## src/rtl/qpll_lock_monitor.sv

```systemverilog
// rtl/qpll_lock_monitor.sv - QPLL lock monitor: holds GT resets until QPLL lock is stable, retries on failure
//
// Purpose:
//   Receiving end of the QPLL common reset. After a COMMON_RESET pulse it
//   tracks the synchronized QPLLLOCK. Once lock has been stable for
//   LOCK_STABLE_CYCLES it releases the GT TX/RX resets and raises PLL_READY.
//   On lock timeout or loss of lock it requests a fresh QPLL reset with a
//   one-cycle pulse, up to MAX_RETRIES times, and then declares a sticky
//   failure.
//
// Ports:
//   i_stable_clock     single clock for all logic
//   i_soft_reset       synchronous active-high reset
//   i_common_reset     QPLL reset pulse from the common reset generator
//   i_qplllock         QPLL lock (asynchronous)
//   i_qpllrefclklost   QPLL reference clock lost (asynchronous)
//   o_qpll_reset_req   one-cycle retry request, ORed externally into QPLLRESET
//   o_gt_tx_reset      GT TX reset, active-high
//   o_gt_rx_reset      GT RX reset, active-high
//   o_pll_ready        lock stable, GT resets released
//   o_lock_fail        sticky failure flag
//   o_retry_count      retries issued since last sequence start
//
// Optional feature macro: QPLL_REFCLKLOST_CHECK_EN
//   Defined: a synchronized refclk-lost forces lock to be treated as absent.
//   Undefined: i_qpllrefclklost is ignored and has no synchronizer.

module qpll_lock_monitor #(
  parameter int STABLE_CLOCK_PERIOD = 8,
  parameter int LOCK_TIMEOUT_NS     = 16000,
  parameter int LOCK_STABLE_CYCLES  = 64,
  parameter int MAX_RETRIES         = 4
) (
  input  logic       i_stable_clock,
  input  logic       i_soft_reset,
  input  logic       i_common_reset,
  input  logic       i_qplllock,
  input  logic       i_qpllrefclklost,
  output logic       o_qpll_reset_req,
  output logic       o_gt_tx_reset,
  output logic       o_gt_rx_reset,
  output logic       o_pll_ready,
  output logic       o_lock_fail,
  output logic [3:0] o_retry_count
);

  localparam int          TIMEOUT_CYCLES = LOCK_TIMEOUT_NS / STABLE_CLOCK_PERIOD;
  localparam logic [23:0] TO_LAST        = 24'(TIMEOUT_CYCLES - 1);
  localparam logic [7:0]  ST_LAST        = 8'(LOCK_STABLE_CYCLES - 1);
  localparam logic [3:0]  RETRY_MAX      = 4'(MAX_RETRIES);

  typedef enum logic [2:0] {
    S_IDLE        = 3'd0,
    S_WAIT_LOCK   = 3'd1,
    S_LOCK_STABLE = 3'd2,
    S_READY       = 3'd3,
    S_RETRY       = 3'd4,
    S_FAIL        = 3'd5
  } state_t;

  state_t      r_state;
  state_t      w_state_nxt;
  logic [23:0] r_to_cnt;
  logic [7:0]  r_st_cnt;
  logic        r_lock_meta;
  logic        r_lock_s;
  logic        r_req;
  logic        r_gt_reset;
  logic        r_ready;
  logic        r_fail;
  logic [3:0]  r_retry;

  logic        w_lock;
  logic        w_timeout;
  logic        w_stable_done;
  logic        w_retry_ok;
  logic        w_restart;
  logic        w_to_clr;
  logic        w_to_inc;
  logic        w_st_clr;
  logic        w_st_inc;

`ifdef QPLL_REFCLKLOST_CHECK_EN
  logic r_lost_meta;
  logic r_lost_s;

  always_ff @(posedge i_stable_clock) begin
    if (i_soft_reset) begin
      r_lost_meta <= 1'b0;
      r_lost_s    <= 1'b0;
    end else begin
      r_lost_meta <= i_qpllrefclklost;
      r_lost_s    <= r_lost_meta;
    end
  end

  assign w_lock = r_lock_s & ~r_lost_s;
`else
  logic w_unused_lost;
  assign w_unused_lost = i_qpllrefclklost;
  assign w_lock        = r_lock_s;
`endif

  // >= rather than == so a timeout that lands while WAIT_LOCK is taking
  // the lock branch still fires on the following LOCK_STABLE cycle.
  assign w_timeout  = (r_to_cnt >= TO_LAST);
  assign w_retry_ok = (r_retry < RETRY_MAX);
  // The WAIT_LOCK cycle that first saw lock is the first stable sample, so
  // N consecutive samples are complete when the post-increment count hits N-1.
  assign w_stable_done = ((r_st_cnt + 8'd1) == ST_LAST);

  always_comb begin
    w_state_nxt = r_state;
    w_restart   = 1'b0;
    w_to_clr    = 1'b0;
    w_to_inc    = 1'b0;
    w_st_clr    = 1'b0;
    w_st_inc    = 1'b0;
    if (i_common_reset && (r_state != S_IDLE)) begin
      w_restart   = 1'b1;
      w_to_clr    = 1'b1;
      w_state_nxt = S_WAIT_LOCK;
    end else begin
      case (r_state)
        S_IDLE: begin
          if (i_common_reset) begin
            w_to_clr    = 1'b1;
            w_state_nxt = S_WAIT_LOCK;
          end
        end
        S_WAIT_LOCK: begin
          w_to_inc = 1'b1;
          if (w_lock) begin
            w_st_clr    = 1'b1;
            w_state_nxt = (LOCK_STABLE_CYCLES == 1) ? S_READY : S_LOCK_STABLE;
          end else if (w_timeout) begin
            w_state_nxt = w_retry_ok ? S_RETRY : S_FAIL;
          end
        end
        S_LOCK_STABLE: begin
          // Timeout keeps running here so a chattering lock cannot extend it;
          // stable-count completion beats a coincident timeout.
          w_to_inc = 1'b1;
          if (w_lock && w_stable_done) begin
            w_state_nxt = S_READY;
          end else if (w_timeout) begin
            w_state_nxt = w_retry_ok ? S_RETRY : S_FAIL;
          end else if (w_lock) begin
            w_st_inc = 1'b1;
          end else begin
            w_state_nxt = S_WAIT_LOCK;
          end
        end
        S_READY: begin
          if (!w_lock) begin
            w_state_nxt = w_retry_ok ? S_RETRY : S_FAIL;
          end
        end
        S_RETRY: begin
          w_to_clr    = 1'b1;
          w_state_nxt = S_WAIT_LOCK;
        end
        S_FAIL: begin
          w_state_nxt = S_FAIL;
        end
        default: begin
          w_state_nxt = S_IDLE;
        end
      endcase
    end
  end

  always_ff @(posedge i_stable_clock) begin
    if (i_soft_reset) begin
      r_state     <= S_IDLE;
      r_to_cnt    <= '0;
      r_st_cnt    <= '0;
      r_lock_meta <= 1'b0;
      r_lock_s    <= 1'b0;
      r_req       <= 1'b0;
      r_gt_reset  <= 1'b1;
      r_ready     <= 1'b0;
      r_fail      <= 1'b0;
      r_retry     <= '0;
    end else begin
      r_lock_meta <= i_qplllock;
      r_lock_s    <= r_lock_meta;
      r_state     <= w_state_nxt;
      if (w_to_clr) begin
        r_to_cnt <= '0;
      end else if (w_to_inc) begin
        r_to_cnt <= r_to_cnt + 24'd1;
      end
      if (w_st_clr) begin
        r_st_cnt <= '0;
      end else if (w_st_inc) begin
        r_st_cnt <= r_st_cnt + 8'd1;
      end
      // Outputs are decoded from the next state so they change on the same
      // edge the state does.
      r_req      <= (w_state_nxt == S_RETRY);
      r_gt_reset <= (w_state_nxt != S_READY);
      r_ready    <= (w_state_nxt == S_READY);
      r_fail     <= (w_state_nxt == S_FAIL);
      if (w_restart) begin
        r_retry <= '0;
      end else if ((w_state_nxt == S_RETRY) && (r_retry != 4'hF)) begin
        r_retry <= r_retry + 4'd1;
      end
    end
  end

  assign o_qpll_reset_req = r_req;
  assign o_gt_tx_reset    = r_gt_reset;
  assign o_gt_rx_reset    = r_gt_reset;
  assign o_pll_ready      = r_ready;
  assign o_lock_fail      = r_fail;
  assign o_retry_count    = r_retry;

endmodule

```

## config.mk

```make
export PLATFORM = sky130hd
export DESIGN_NAME = qpll_lock_monitor
export DESIGN_NICKNAME = d
export VERILOG_FILES = /design/src/rtl/qpll_lock_monitor.sv
export SDC_FILE = /design/constraint.sdc
export NUM_CORES = 1
export LEC_CHECK = 0
export BUFFER_PORTS_ARGS = -buffer_cell sky130_fd_sc_hd__buf_4
export CORE_UTILIZATION = 55
export CTS_CLUSTER_DIAMETER = 200
export DETAILED_ROUTE_END_ITERATION = 6
export PLACE_DENSITY = 0.69
export SLEW_MARGIN = 0
export SYNTH_ARGS = -nofsm -noshare
export SYNTH_HDL_FRONTEND = slang
export SYNTH_SLANG_ARGS = --single-unit
```

## constraint.sdc

```tcl
create_clock -name i_stable_clock -period 2.7 [get_ports i_stable_clock]
set_clock_uncertainty 0.1 [all_clocks]
set_input_delay 0.27 -clock i_stable_clock [delete_from_list [all_inputs] [get_ports i_stable_clock]]
set_output_delay 0.27 -clock i_stable_clock [all_outputs]
set_load 0.02 [all_outputs]
```

==> results of run 1 <==
-- path summary, 6_finish.rpt --
kind / endpoint / slack (ps) / cells past startpoint
min reg2reg: r_lock_s$_SDFF_PP0_ / 360 / 1
max reg2reg: o_gt_rx_reset$_SDFF_PP1_ / 490 / 7
min: r_lock_meta$_SDFF_PP0_ / 90 / 2
max: o_gt_rx_reset$_SDFF_PP1_ / 490 / 7
-- state kept, by name, indices dropped and copies added (netlist names) --
name,cells
r_lock_s,1
o_lock_fail,1
r_to_cnt,24
o_pll_ready,1
o_gt_rx_reset,1
o_retry_count,4
r_st_cnt,8
o_qpll_reset_req,1
r_lock_meta,1
r_state,3
-- worst max-delay path: stages (launching register included) --
cell and delay, ps:
dfxtp_1 380, ha_1 250, xor2_1 160, nand4_1 150
o31a_1 320, o311ai_2 340, a21oi_1 160, or2_1 250
-- metrics by stage --
step	util, %	cells	hold slack [ps]	power (mW)
2_1_floorplan	-	248	242	0.721
3_3_place_gp	60.8	298	318	0.731
3_5_place_dp	60.8	298	351	0.731
4_1_cts	63.1	305	77.9	1.14
5_1_grt	63.1	305	103	1.18
6_report	63.1	305	86.5	1.13
-- power by group --
part,switching [mW],leakage [nW],internal (mW),total [mW]
Clock,0.208,0.0443,0.203,0.411
Combinational,0.0255,0.443,0.0171,0.0427
Sequential,0.00561,0.363,0.667,0.672
Total,0.239,0.851,0.887,1.13
-- metal layers --
layer	wire length, µm	vias up	global-route usage, %
met3	121	5	4.75
li1	-	873	-
met1	1960	736	28.3
met4	54	0	8.42
met5	0	-	0
met2	1520	24	29.6
-- logic make-up (layout without fill, tap and decap cells) --
| family | after synthesis | after routing | share of synthesized area [%] |
|---|---|---|---|
| simple gates | 119 | 119 | 30.1 |
| flops | 45 | 45 | 41.2 |
| compound gates | 29 | 29 | 9.05 |
| xor+xnor | 28 | 28 | 11.6 |
| buf+inv | 20 | 29 | 4.35 |
| fa+ha+maj | 4 | 4 | 2.29 |
| mux | 3 | 3 | 1.37 |
-- cell usage after synthesis, types with 2 or more instances --
| library cell | number |
|---|---|
| o21ai_0 | 8 |
| a21oi_1 | 8 |
| a311oi_1 | 2 |
| and2_1 | 4 |
| buf_6 | 2 |
| nand2_1 | 14 |
| dfxtp_1 | 45 |
| ha_1 | 4 |
| inv_1 | 10 |
| or2_1 | 2 |
| nand3_1 | 9 |
| clkbuf_1 | 5 |
| nor3_1 | 6 |
| xor2_1 | 16 |
| and4_1 | 3 |
| nand2b_1 | 2 |
| or3_1 | 9 |
| o31ai_1 | 2 |
| nand4_1 | 10 |
| nor2_1 | 39 |
| nor2b_1 | 4 |
| mux2i_1 | 3 |
| nor3_2 | 2 |
| and3_1 | 4 |
| nor4_1 | 4 |
| xnor2_1 | 11 |
-- cell type report --
class	instances	area [µm²]	area share [%]
clock buffer	7	86.3	3.65
timing repair buffer	12	90.1	3.81
tap	48	60.1	2.54
sequential	45	901	38.1
multi-input combinational	183	1190	50.3
inverter	10	37.5	1.59
==> impl_metrics.csv, run 1 <==
group,metric,value,unit
worst_setup_path,rr_startpoint,"r_st_cnt[1]$_SDFFE_PP0P_",
timing,drv_slew,0,
die,ioPinCount,14,
placement,port_buffers,12,
yosys,synthArstFlopShare,0,%
timing,finalHoldViolCount,0,
detailed_routing,first_iter_violations,107,
power,ir_drop,0.412,mV
worst_setup_path,start_kind,"register",
outcome,status,"completed",
detailed_routing,num_vias,1638,
finish,layout_common_cells,"dfxtp_1 (45), nor2_1 (39), xor2_1 (16)",
finish,area_delta_synth_final,8.19,%
finish,drive_above_1_share,11.7,%
clock_tree,cts_tree,"built",
yosys,avgSynthCellArea,8.81,µm²
timing,tns,0,ps
die,initial_utilization,58.4,%
clock_tree,numClockSinks,45,
die,dieArea,4230,µm²
min_path,hold_path_class,"in -> reg",
yosys,synth_top_cell_by_area,"dfxtp_1",
yosys,ys_seq_area_share,41.2,%
yosys,synth_nets,257,
yosys,synth_top_flop_cell,"dfxtp_1",
finish,final_design_area_no_fill,2360,µm²
die,die_width,65.0,µm
timing,max_freq,0.452,GHz
finish,final_common_cell,"dfxtp_1",
clock_tree,cts_resized,0,
worst_setup_path,cp.arrival,2300,ps
placement,placed_area,2280,µm²
placement,place_ws,509,ps
global_route,grt_usage,20.2,%
worst_setup_path,cp-startpoint,"r_st_cnt[1]$_SDFFE_PP0P_",
detailed_routing,drt_wl_total,3650,µm
clock_tree,clk_latency,290,ps
timing,fin_crit_sh,81.9,%
die,rows,22,
worst_setup_path,critPathKind,"reg -> reg",
global_route,antenna_found_initial,0,
placement,gp_congestion,0.798,
timing,setup_slack,488,ps
yosys,syn_inst,248,
global_route,grt_pass1_vias,1522,
power,power.density,476,nW/µm²
timing,grt_setup_unrepaired,"false",
worst_setup_path,crit_fanout,5,
clock_tree,cts_hold_buf,0,
power,leakagePower,0.851,nW
detailed_routing,dr.pass1.iters,4,
clock_tree,cts_setup_buffers,0,
global_route,grt_max_degree,25,
yosys,synth_top_area_share,41.2,%
worst_setup_path,crit_path_end_kind,"register",
detailed_routing,ant_nets,0,
placement,hpwl,2580,µm
die,die_y,65.0,µm
timing,slew_headroom,51.2,%
yosys,yosysWarnings,0,
flow_run,maxCapViolCount,0,
yosys,ys_ff_latch,45,
timing,min_period,2210,ps
timing,worstMarginPinSlew,731,ps
min_path,hp-start,"i_qplllock",
clock_tree,ctsRootBufferMaster,"clkbuf_8",
detailed_routing,drc,0,
global_route,grt_pass1_wl,6600,µm
timing,finalSetupViolations,0,
clock_tree,numCtsBuffers,5,
clock_tree,clk_pin_slew,80,ps
detailed_routing,viasPerCell,5.37,
finish,n_fill_cell,338,
yosys,synth_edf_count,0,
finish,final_nets,266,
worst_setup_path,critPathRequiredTime,2790,ps
detailed_routing,detail_route.wl_per_cell,12.0,µm
yosys,synth.top_cells.by_area,"dfxtp_1 (41%), nor2_1 (6.7%), xor2_1 (6.4%), xnor2_1 (4.4%), nand4_1 (2.9%)",
clock_tree,cts_max_level,2,
clock_tree,cts_max_path_buffers,2,
yosys,syn-cell-area,2180,µm²
finish,antennaDiodeCount,0,
die,core_region_area,3740,µm²
global_route,overflow,0,
yosys,synth.distinct_cells,46,
(Power assumes the default switching activity.)
==> run 2: changes to the inputs <==
--- a/config.mk
+++ b/config.mk
@@ -5,11 +5,12 @@
 export SDC_FILE = /design/constraint.sdc
 export NUM_CORES = 1
 export LEC_CHECK = 0
+export ABC_AREA = 1
 export BUFFER_PORTS_ARGS = -buffer_cell sky130_fd_sc_hd__buf_4
-export CORE_UTILIZATION = 55
+export CORE_UTILIZATION = 54
 export CTS_CLUSTER_DIAMETER = 200
 export DETAILED_ROUTE_END_ITERATION = 6
-export PLACE_DENSITY = 0.69
+export PLACE_DENSITY = 0.71
 export SLEW_MARGIN = 0
 export SYNTH_ARGS = -nofsm -noshare
 export SYNTH_HDL_FRONTEND = slang
==> constraint.sdc (replaced) <==
create_clock -name i_stable_clock -period 2 [get_ports i_stable_clock]
set_clock_uncertainty 0.1 [all_clocks]
set_input_delay 0.2 -clock i_stable_clock [delete_from_list [all_inputs] [get_ports i_stable_clock]]
set_output_delay 0.2 -clock i_stable_clock [all_outputs]
set_load 0.02 [all_outputs]
==> run 2 against run 1 <==
Compared with the run above:
- area after synthesis is 13% higher
- non-clock buffer count is 26 higher
- critical path depth is 7 higher
- clock power is 42% higher
- setup slack worse by 390 ps
- total power is 43% higher
- core utilization is 5.6 points higher
==> impl_metrics.csv, run 2 <==
group,metric,value,unit
outcome,status,"completed",
yosys,synth_top_cell_by_area,"dfxtp_1",
placement,gp_congestion,0.879,
timing,finalSetupViolations,0,
finish,final_nets,407,
clock_tree,cts_max_level,2,
worst_setup_path,cp.arrival,2010,ps
die,dieArea,4830,µm²
yosys,syn-cell-area,2460,µm²
timing,slew_headroom,72.9,%
flow_run,maxCapViolCount,0,
global_route,grt_usage,22.6,%
clock_tree,cts_max_path_buffers,2,
clock_tree,clk_latency,300,ps
placement,place_ws,-40.0,ps
yosys,synth_top_flop_cell,"dfxtp_1",
placement,port_buffers,12,
placement,placed_area,2750,µm²
detailed_routing,detail_route.wl_per_cell,11.8,µm
global_route,grt_pass1_vias,2044,
yosys,avgSynthCellArea,6.89,µm²
worst_setup_path,critPathRequiredTime,2110,ps
timing,tns,0,ps
yosys,synthArstFlopShare,0,%
global_route,antenna_found_initial,0,
finish,largest_reg_flops,24,
detailed_routing,viasPerCell,5.22,
finish,seq_area,913,µm²
timing,grt_setup_unrepaired,"true",
die,die_y,69.5,µm
finish,layout_common_cells,"nand2_1 (72), nor2_1 (46), inv_1 (42)",
placement,hpwl,3830,µm
power,power.density,538,nW/µm²
detailed_routing,drc,0,
worst_setup_path,rr_startpoint,"r_st_cnt[1]$_SDFFE_PP0P_",
worst_setup_path,crit_fanout,5,
global_route,grt_max_degree,16,
yosys,synth_nets,366,
power,fin_total_pwr,1.61,mW
clock_tree,cts_tree,"built",
detailed_routing,num_vias,2356,
global_route,overflow,0,
timing,finalHoldViolCount,0,
global_route,grt_pass1_wl,8860,µm
yosys,ys_seq_area_share,36.6,%
clock_tree,clk_pin_slew,90,ps
die,die_width,69.5,µm
finish,final_common_cell,"nand2_1",
finish,fin_cells,451,
worst_setup_path,critPathKind,"reg -> reg",
yosys,yosysWarnings,0,
detailed_routing,dr.pass1.iters,7,
yosys,synth_commonest_cells,"nand2_1 (82), nor2_1 (56), dfxtp_1 (45)",
timing,worstMarginPinSlew,403,ps
finish,drive_above_1_share,24.3,%
timing,max_freq,0.525,GHz
die,ioPinCount,14,
finish,antennaDiodeCount,0,
yosys,synth.distinct_cells,37,
yosys,syn_inst,357,
worst_setup_path,start_kind,"register",
power,ir_drop,0.495,mV
timing,setup_slack,96.4,ps
timing,drv_slew,0,
worst_setup_path,crit_path_end_kind,"register",
timing,fin_crit_sh,95.2,%
finish,final_design_area_no_fill,2990,µm²
finish,multi_input_area,1460,µm²
yosys,synth_edf_count,0,
placement,placedCellCount,438,
finish,n_fill_cell,382,
clock_tree,numClockSinks,45,
worst_setup_path,cp-startpoint,"r_st_cnt[1]$_SDFFE_PP0P_",
detailed_routing,ant_nets,0,
detailed_routing,drt_wl_total,5310,µm
worst_setup_path,ff2ff_setup_slack,100,ps
die,core_region_area,4350,µm²
die,initial_utilization,56.5,%
die,rows,24,
clock_tree,ctsRootBufferMaster,"clkbuf_8",
finish,regMostFlops,"r_to_cnt",
yosys,synth_top_area_share,36.6,%
worst_setup_path,worst-r2r-cell-count,14,
clock_tree,numCtsBuffers,5,
power,leakagePower,1.28,nW
yosys,ys_ff_latch,45,
finish,area_delta_synth_final,21.7,%
min_path,hold_path_class,"in -> reg",
worst_setup_path,r2r-end,"o_retry_count[1]$_SDFFE_PP0P_",
yosys,synth.most_common_cell,"nand2_1",
detailed_routing,first_iter_violations,124,
yosys,synth.top_cells.by_area,"dfxtp_1 (37%), nand2_1 (13%), nor2_1 (8.5%), inv_1 (6.6%), a21oi_1 (4.5%)",
min_path,min_delay_path_depth,2,
timing,min_period,1900,ps
worst_setup_path,critPathCapture,"o_retry_count[1]$_SDFFE_PP0P_",
## run 2: cell type report
cell class                      instances  area share, %
Multi-Input combinational cell        261           48.8
Clock inverter                          3          0.710
Sequential cell                        45           30.5
Clock buffer                            5           2.30
Inverter                               47           5.89
Tap cell                               52           2.17
Timing Repair Buffer                   38           9.61
## run 2: cell families after synthesis
kind of cell / count (synthesis) / share of synthesized area [%]
fa+ha+maj: 4 / 2.03
simple gates: 208 / 41.1
compound gates: 43 / 9.97
flops: 45 / 36.6
buf+inv: 51 / 8.09
xor+xnor: 6 / 2.14
## run 2: how the worst min path moves through the flow
stage	start	to	slack [ps]
finish	i_soft_reset	r_state[1]$_SDFF_PP0_	20
floorplan	i_qplllock	r_lock_meta$_SDFF_PP0_	210
global route	i_soft_reset	r_state[1]$_SDFF_PP0_	20
detailed placement	r_lock_meta$_SDFF_PP0_	r_lock_s$_SDFF_PP0_	300
global placement	r_lock_meta$_SDFF_PP0_	r_lock_s$_SDFF_PP0_	300
CTS	i_soft_reset	r_lock_s$_SDFF_PP0_	10
## run 2: per-stage QoR
| step | utilization, % | hold WS [ps] |
|---|---|---|
| 4_1_cts | 65.6 | 11.5 |
| 3_5_place_dp | 63.2 | 301 |
| 6_report | 68.8 | 18.3 |
| 5_1_grt | 68.8 | 15.1 |
| 2_1_floorplan | - | 207 |
| 3_3_place_gp | 63.2 | 298 |
## run 2: metal layers
metal	GRT usage, %	wire length, µm
met1	33.0	2620
met2	32.7	2330
met3	5.67	286
met4	6.58	73
met5	0	0
## run 2: worst max-delay path: stages (launching register included)
cell	delay, ps
dfxtp_2	360
buf_4	130
nand2_1	90
nor2_4	140
nand3_1	130
nand3_1	130
nor2_2	50
nand2_2	110
nand3_1	110
nand2_2	110
nand2_2	80
nor2_4	130
nand2_1	60
nand2_1	50
nor2_1	30
## run 2: what timing repair did
item / CTS / global route
setup endpoints to repair: 3 / 27
pin swaps: 0 / 10
gates resized for setup: 2 / 38
endpoints found under the hold margin: 1 / 0
hold buffers: 1 / 0
buffers inserted: 0 / 4
## run 2: power breakdown
part / internal (mW) / total (mW) / leakage (nW) / switching [mW]
registers: 0.902 / 0.910 / 0.367 / 0.00839
clock network: 0.248 / 0.584 / 0.0445 / 0.336
logic: 0.0451 / 0.117 / 0.867 / 0.0724
total: 1.19 / 1.61 / 1.28 / 0.416
==> run 3: changes to the inputs <==
--- a/config.mk
+++ b/config.mk
@@ -10,7 +10,7 @@
 export CORE_UTILIZATION = 54
 export CTS_CLUSTER_DIAMETER = 200
 export DETAILED_ROUTE_END_ITERATION = 6
-export PLACE_DENSITY = 0.71
+export PLACE_DENSITY = 0.86
 export SLEW_MARGIN = 0
 export SYNTH_ARGS = -nofsm -noshare
 export SYNTH_HDL_FRONTEND = slang
==> run 3 against run 2 <==
Compared with the run above:
- register-to-register slack gained 20 ps
- clock-buffer cell count grew 1
- setup slack improved by 20 ps
- first-iteration DRC count grew 12%
- sequential power is essentially flat
- total power rose by 0.66%
- clock power rose by 3%
- wire length increased by 0.90%
- critical path type unchanged
- largest power group unchanged
==> impl_metrics.csv, run 3 (synthesis results as in run 2) <==
group,metric,value,unit
global_route,overflow,0,
die,rows,24,
clock_tree,numCtsBuffers,5,
placement,placed_area,2720,µm²
detailed_routing,ant_nets,0,
global_route,antenna_found_initial,0,
finish,antennaDiodeCount,0,
min_path,hold_path_class,"in -> reg",
worst_setup_path,crit_fanout,5,
worst_setup_path,start_kind,"register",
finish,layout_common_cells,"nand2_1 (76), nor2_1 (49), inv_1 (42)",
clock_tree,clk_latency,300,ps
global_route,grt_pass1_vias,2187,
die,core_region_area,4350,µm²
finish,final_nets,401,
finish,largest_reg_flops,24,
worst_setup_path,rr_startpoint,"r_st_cnt[1]$_SDFFE_PP0P_",
timing,fin_crit_sh,94.2,%
die,die_width,69.5,µm
power,swShare,24.7,%
worst_setup_path,path_buf_inv,1,
worst_setup_path,critPathKind,"reg -> reg",
worst_setup_path,crit_chain,"ha_4 -> nand2_2 -> nor2_2 -> nand2_1 -> nand2_1 -> nand2_2 -> nor2_2 -> nand2_2 -> o21ai_1 -> nand2_1 -> o31ai_4 -> nand3_1 -> nor2_2 -> inv_1",
finish,regMostFlops,"r_to_cnt",
timing,finalHoldViolCount,0,
finish,fin_cells,445,
die,dieArea,4830,µm²
clock_tree,cts_max_level,2,
power,p_comb_share,7.0,%
worst_setup_path,worst-r2r-cell-count,14,
power,p_switching,401,µW
power,leakagePower,1.23,nW
die,ioPinCount,14,
timing,finalSetupViolations,0,
power,ir_drop,0.503,mV
clock_tree,clk_pin_slew,90,ps
power,intPower,1.22,mW
clock_tree,numClockSinks,45,
worst_setup_path,r2r-end,"o_gt_rx_reset$_SDFF_PP1_",
global_route,grt_max_degree,15,
timing,max_freq,0.531,GHz
die,initial_utilization,56.5,%
detailed_routing,dr.pass1.iters,4,
detailed_routing,num_vias,2373,
detailed_routing,drc,0,
clock_tree,ctsRootBufferMaster,"clkbuf_8",
power,pwr-share-clk,36.9,%
finish,area_delta_synth_final,19.9,%
power,fin_total_pwr,1.62,mW
detailed_routing,first_iter_violations,139,
placement,port_buffers,12,
worst_setup_path,crit_cells,14,
worst_setup_path,cp-startpoint,"r_st_cnt[1]$_SDFFE_PP0P_",
finish,n_fill_cell,333,
power,power.density,550,nW/µm²
die,die_y,69.5,µm
worst_setup_path,crit_path_end_kind,"register",
outcome,status,"completed",
finish,final_common_cell,"nand2_1",
clock_tree,cts_tree,"built",
detailed_routing,drt_wl_total,5350,µm
flow_run,maxCapViolCount,0,
timing,worstMarginPinSlew,397,ps
worst_setup_path,cpLargestDelayFamily,"simple AND/OR/NAND/NOR gates",
finish,drive_above_1_share,22.4,%
worst_setup_path,critPathRequiredTime,2110,ps
timing,slew_headroom,73.3,%
detailed_routing,detail_route.wl_per_cell,12.0,µm
finish,final_design_area_no_fill,2950,µm²
worst_setup_path,slowest_stage,"dfxtp_4",
clock_tree,cts_max_path_buffers,2,
placement,hpwl,3760,µm
worst_setup_path,critPathCapture,"o_gt_rx_reset$_SDFF_PP1_",
placement,gp_congestion,0.875,
timing,min_period,1880,ps
worst_setup_path,cpPeakStageDelay,370,ps
worst_setup_path,ff2ff_setup_slack,120,ps
global_route,grt_usage,22.4,%
power,seqPwrFrac,56.1,%
placement,placedCellCount,434,
timing,grt_setup_unrepaired,"true",
timing,drv_slew,0,
global_route,grt_pass1_wl,8950,µm
worst_setup_path,cp.arrival,1990,ps
detailed_routing,viasPerCell,5.33,
[run 3: worst register-to-register path, stage by stage, from the launching register on]
cell	delay [ps]
dfxtp_4	370
ha_4	140
nand2_2	60
nor2_2	160
nand2_1	70
nand2_1	70
nand2_2	60
nor2_2	90
nand2_2	80
o21ai_1	80
nand2_1	100
o31ai_4	80
nand3_1	130
nor2_2	140
inv_1	50
[run 3: metrics by stage]
stage / setup WS [ps] / hold slack (ps) / TNS, ps / utilization (%)
after floorplan: 181 / 207 / 0 / -
after global placement: 34.5 / 289 / 0 / 62.5
after detailed placement: -14.2 / 304 / -14.2 / 62.5
after CTS: 17.8 / 10.5 / 0 / 65.1
after global routing: -51.1 / 23.5 / -62.5 / 67.8
final: 116 / 19.8 / 0 / 67.8
[run 3: worst min-delay path by stage]
stage	from	endpoint	slack (ps)	cells after the start
3_3_place_gp	r_lock_meta$_SDFF_PP0_	r_lock_s$_SDFF_PP0_	290	2
6_report	i_soft_reset	r_state[1]$_SDFF_PP0_	20	2
5_1_grt	i_soft_reset	r_state[2]$_SDFF_PP0_	20	2
3_5_place_dp	r_lock_meta$_SDFF_PP0_	r_lock_s$_SDFF_PP0_	300	2
2_1_floorplan	i_qplllock	r_lock_meta$_SDFF_PP0_	210	2
4_1_cts	i_soft_reset	r_lock_meta$_SDFF_PP0_	10	2
[run 3: what timing repair did]
action | in CTS | in global routing
endpoints found under the setup margin | 3 | 22
endpoints found under the hold margin | 1 | 0
pin swaps | 0 | 9
gates resized for setup | 3 | 35
setup buffers | 0 | 2
hold buffers | 1 | 0
gates cloned | 0 | 0
[run 3: routing by layer]
layer / global-route usage [%] / routed length, µm
met3: 4.07 / 202
met4: 8.39 / 76
met2: 38.5 / 2570
met1: 27.8 / 2500
met5: 0 / 0
[run 3: final cells by class]
cell class / count / area [µm²] / area share, %
tap: 52 / 65.1 / 2.21
multi-input combinational: 261 / 1450 / 49.2
clock inverter: 2 / 13.8 / 0.466
inverter: 47 / 176 / 5.98
timing repair buffer: 32 / 246 / 8.35
sequential: 45 / 916 / 31.0
clock buffer: 6 / 82.6 / 2.80
[run 3: power groups by stage]
stage | clock, mW | sequential [mW] | combinational [mW]
2_1_floorplan | 0 | 0.931 | 0.0689
3_3_place_gp | 0 | 0.932 | 0.0976
3_5_place_dp | 0 | 0.932 | 0.0988
4_1_cts | 0.608 | 0.911 | 0.102
5_1_grt | 0.641 | 0.911 | 0.128
6_report | 0.599 | 0.910 | 0.113
